==> src/rtl/cdc_hndshk_pkg.sv <==
// Shared types and constants for the toggle-based CDC handshake endpoints.
package cdc_hndshk_pkg;

  localparam int unsigned SYNC_STAGES_DEFAULT = 2;
  localparam int unsigned SYNC_STAGES_MIN     = 2;
  localparam int unsigned SYNC_STAGES_MAX     = 4;

  typedef enum logic {
    IDLE,
    PRESENT
  } dest_state_e;

endpackage

==> src/rtl/cdc_sync_bit.sv <==
// Multi-flop single-bit synchronizer; only the first flop samples the asynchronous input.
module cdc_sync_bit
  import cdc_hndshk_pkg::*;
#(
  parameter int unsigned SYNC_STAGES = SYNC_STAGES_DEFAULT
) (
  input  logic clk,
  input  logic rst_n,
  input  logic d,
  output logic q
);

  logic [SYNC_STAGES-1:0] sync_q;

  always_ff @(posedge clk or negedge rst_n) begin
    if (!rst_n) begin
      sync_q <= '0;
    end else begin
      sync_q <= {sync_q[SYNC_STAGES-2:0], d};
    end
  end

  assign q = sync_q[SYNC_STAGES-1];

endmodule

==> src/rtl/cdc_hndshk_dest.sv <==
// Destination endpoint of the toggle CDC handshake: presents each request toggle as one
// strobe under backpressure and returns an acknowledge toggle once it is consumed.
module cdc_hndshk_dest
  import cdc_hndshk_pkg::*;
#(
  parameter int unsigned SYNC_STAGES = SYNC_STAGES_DEFAULT,
  parameter int unsigned COUNT_W     = 16
) (
  input  logic               dest_clk,
  input  logic               dest_reset_n,
  input  logic               req_tgl,
  output logic               ack_tgl,
  output logic               dest_strobe,
  input  logic               dest_stall,
  output logic [COUNT_W-1:0] event_count,
  output logic               proto_err
);

  if (SYNC_STAGES < SYNC_STAGES_MIN || SYNC_STAGES > SYNC_STAGES_MAX) begin : g_bad_sync_stages
    $error("cdc_hndshk_dest: SYNC_STAGES out of range");
  end

  logic        req_sync;
  logic        req_seen;
  dest_state_e state;
  dest_state_e state_nxt;
  logic        accept_c;
  logic        dbl_tgl_c;

  cdc_sync_bit #(
    .SYNC_STAGES(SYNC_STAGES)
  ) u_req_sync (
    .clk  (dest_clk),
    .rst_n(dest_reset_n),
    .d    (req_tgl),
    .q    (req_sync)
  );

  // Next state and event decode
  always_comb begin
    state_nxt = state;
    accept_c  = 1'b0;
    dbl_tgl_c = 1'b0;
    case (state)
      IDLE: begin
        if (req_sync != req_seen) begin
          state_nxt = PRESENT;
        end
      end
      PRESENT: begin
        // Level returning to req_seen before consumption means a toggle was lost
        dbl_tgl_c = (req_sync == req_seen);
        if (!dest_stall) begin
          accept_c  = 1'b1;
          state_nxt = IDLE;
        end
      end
    endcase
  end

  // State and registered outputs
  always_ff @(posedge dest_clk or negedge dest_reset_n) begin
    if (!dest_reset_n) begin
      state       <= IDLE;
      dest_strobe <= 1'b0;
      req_seen    <= 1'b0;
      ack_tgl     <= 1'b0;
      event_count <= '0;
      proto_err   <= 1'b0;
    end else begin
      state       <= state_nxt;
      dest_strobe <= (state_nxt == PRESENT);
      req_seen    <= req_seen ^ accept_c;
      ack_tgl     <= ack_tgl ^ accept_c;
      if (accept_c) begin
        event_count <= event_count + COUNT_W'(1);
      end
      proto_err   <= proto_err | dbl_tgl_c;
    end
  end

endmodule

==> config.mk <==
export PLATFORM = sky130hd
export DESIGN_NAME = cdc_hndshk_dest
export DESIGN_NICKNAME = d
export VERILOG_FILES = /design/src/rtl/cdc_hndshk_pkg.sv /design/src/rtl/cdc_sync_bit.sv /design/src/rtl/cdc_hndshk_dest.sv
export SDC_FILE = /design/constraint.sdc
export NUM_CORES = 1
export LEC_CHECK = 0
export BUFFER_PORTS_ARGS = -buffer_cell sky130_fd_sc_hd__buf_4
export CAP_MARGIN = 10
export CORE_MARGIN = 10
export CORE_UTILIZATION = 35
export DETAILED_ROUTE_END_ITERATION = 12
export SLEW_MARGIN = 20
export SYNTH_ARGS = -nofsm -noshare
export SYNTH_HDL_FRONTEND = slang
export SYNTH_SLANG_ARGS = --single-unit
==> constraint.sdc <==
create_clock -name dest_clk -period 1.2 [get_ports dest_clk]
set_input_delay 0.06 -clock dest_clk [delete_from_list [all_inputs] [get_ports dest_clk]]
set_output_delay 0.06 -clock dest_clk [all_outputs]
set_load 0.1 [all_outputs]
==> results.py <==
metrics = {
    "detailed_routing": {
        "drt_iter0_markers": 16,
        "routedWlPerCell_um": 14.16,
        "ant_nets": 0,
        "via_per_inst": 4.858,
        "drcViolationCount": 0,
        "wl_um": 2096,
        "dr.pass1.iters": 3,
        "vias": 719,
    },
    "global_routing": {
        "busiest_layer": "met2",
        "antenna_found_initial": 0,
        "grt_use_met3_pct": 4.463,
        "met1_usage_pct": 9.431,
        "track_usage_pct": 8.404,
        "grt_first_pass_wirelength_um": 3622,
        "grt_pass1_vias": 807,
        "met2_usage_pct": 14.05,
        "grt_max_degree": 23,
        "gr-total-overflow": 0,
    },
    "power": {
        "p_sw_share_pct": 44.18,
        "intPower_mw": 2.285,
        "p_leak_nw": 0.6676,
        "p_sw_mw": 1.809,
        "power_frac_comb_pct": 59.4,
        "vdd_drop_max_uv": 2717,
        "seqPwrFrac_pct": 26.6,
        "pwr-share-clk_pct": 14.0,
        "powerDensity_nw_per_um2": 2641,
    },
    "critical_path": {
        "rrSetupSlack_ps": -50,
        "cp_max_fo": 5,
        "crit_required_ps": 1400,
        "cp.arrival_ps": 1440,
        "reg2reg_depth": 3,
        "startpoint_type": "register",
        "startpoint": "state$_DFF_PN0_",
        "r2r_start": "state$_DFF_PN0_",
        "crit_end": "event_count[1]$_DFFE_PN0P_",
        "r2r_end": "event_count[1]$_DFFE_PN0P_",
        "path_class": "reg2reg",
        "endpoint_kind": "register",
    },
    "timing": {
        "finalHoldViolations": 0,
        "slew_violations": 0,
        "setup_slack_ps": -47.40,
        "tightestPinTransition_ps": 293.5,
        "setup_viol": 9,
        "rsz0062_at_grt": "true",
        "finalCritPeriodShare_pct": 103.9,
        "max-slew-margin-rel_pct": 80.43,
        "hold_slack_ps": 155.9,
        "fin_tns_setup_ps": -185.3,
        "finClkSkew_ps": 19.30,
        "fin_crit_ps": 1247,
        "max_freq_mhz": 801.7,
    },
    "clocking": {
        "clkLatencyLatePin_ps": 310,
        "htree_levels": 1,
        "cts_tree": "done",
        "clk_pin_slew_ps": 140,
        "clock_path_buffers": 2,
        "root_buffer": "clkbuf_4",
        "numClockSinks": 22,
        "cts-buffers-inserted": 3,
    },
    "place": {
        "io_buffers": 22,
        "pre_cts_ws_ps": -51.58,
        "placed_cell_area_sq_um": 1244,
        "gp_congestion": 0.7659,
    },
    "synth": {
        "yosys-top-cells-area": "dfrtp_1 (61%), xnor2_1 (14%), nand3_1 (3.9%)",
        "synth.top_cell.area_share_pct": 60.77,
        "synth_seq_cells": 22,
        "ys_seq_area_share_pct": 60.77,
        "netlist_area_sq_um": 905.9,
        "yosys.area.top_type": "dfrtp_1",
        "syn_area_per_cell_sq_um": 12.94,
        "ys_types": 18,
        "syn_nets": 75,
        "synth_warnings": 0,
        "netlist_instances": 70,
    },
    "floorplan": {
        "io_pins": 23,
        "std_cell_rows": 18,
        "die_h_um": 70.88,
        "fp.dieW_um": 70.88,
        "core-area_sq_um": 2477,
        "die_area_sq_um": 5023,
        "initial_utilization_pct": 36.57,
    },
    "hold_path": {
        "hold_class": "in2async",
    },
    "job": {
        "cap_violations": 0,
    },
    "cells_and_area": {
        "post-route-util_pct": 62.58,
        "layout_common_cells": "buf_4 (25), xnor2_1 (14), dfrtp_4 (9), buf_12 (9), buf_6 (9)",
        "antenna_cells": 0,
        "nNetsFinal": 124,
        "final_layout_size_suffix_gt1_share_pct": 62.71,
        "fin_area_sq_um": 1550,
        "final_common_cell": "buf_4",
        "syn2layout_area_growth_pct": 71.13,
    },
    "run_status": {
        "violations": "setup timing",
        "status": "finished with violations",
    },
}
-- metal layers --
layer / share of wire, % / vias up
met4: 0 / 0
li1: - / 337
met1: 43 / 364
met2: 47 / 18
met3: 10 / 0
met5: 0 / -
-- flip-flops by register name, indices dropped and copies added (netlist names) --
| signal | count |
|---|---|
| proto_err | 1 |
| state | 1 |
| ack_tgl | 1 |
| u_req_sync.sync_q | 2 |
| req_seen | 1 |
| event_count | 16 |
-- Yosys cell counts --
library cell	n
nor2_1	2
and3_4	1
dfrtp_1	22
mux2_2	1
buf_6	1
a21oi_1	1
inv_1	1
and4_1	2
ha_1	1
nand2_1	3
a21o_2	1
xor2_1	4
and2_1	2
and4_2	1
nand3_1	7
nand4_1	5
xnor2_1	14
and2b_2	1
-- how the worst min path moves through the flow --
stage / to / slack [ps] / start
final: event_count[5]$_DFFE_PN0P_ / 160 / dest_reset_n
after detailed placement: event_count[15]$_DFFE_PN0P_ / -30 / dest_reset_n
after floorplan: ack_tgl$_DFF_PN0_ / -240 / dest_reset_n
after CTS: event_count[7]$_DFFE_PN0P_ / 160 / dest_reset_n
after global placement: event_count[15]$_DFFE_PN0P_ / -30 / dest_reset_n
after global routing: state$_DFF_PN0_ / 170 / dest_reset_n
-- power groups by stage --
| stage | combinational (mW) | clock, mW | sequential, mW |
|---|---|---|---|
| floorplan | 0.272 | 0 | 2.13 |
| global placement | 1.85 | 0 | 1.08 |
| detailed placement | 1.86 | 0 | 1.08 |
| CTS | 2.18 | 0.583 | 1.08 |
| global route | 2.56 | 0.617 | 1.11 |
| finish | 2.43 | 0.574 | 1.09 |
-- repair_timing --
item	4_1_cts	5_1_grt
hold buffers	2	0
endpoints found under the hold margin	23	0
endpoints found under the setup margin	19	25
pin swaps	5	6
setup buffers	2	5
resized for setup	31	14
-- final cells by class --
class,count,area (sq um)
clock buffers,3,22.52
clock inverters,1,30.03
fillers,206,927.1
inverters,1,3.754
multi-input cells,46,375.4
flip-flops and latches,22,591.8
well taps,30,37.54
repair buffers,45,489.2
-- critical path, cell delays in order (launching register included) --
cell	delay, ps
dfrtp_4	490
and2b_2	240
buf_6	140
mux2_2	260
-- cells by family (layout without fill, tap and decap cells) --
kind of cell / Yosys count / in the layout / synth area share (%)
adder cells (fa/ha/maj): 1 / 1 / 1.381
flip-flops: 22 / 22 / 60.77
buffers and inverters: 2 / 50 / 1.657
AND/OR/NAND/NOR: 24 / 24 / 16.02
XOR/XNOR: 18 / 18 / 17.40
AO/OA/AOI/OAI: 2 / 2 / 1.519
multiplexers: 1 / 1 / 1.243
-- metrics by stage --
stage	cells	power, mW
floorplan	70	2.402
global placement	135	2.928
detailed placement	135	2.941
CTS	143	3.850
global route	148	4.287
finish	148	4.094
No activity file was read; power rests on OpenSTA's default activity.
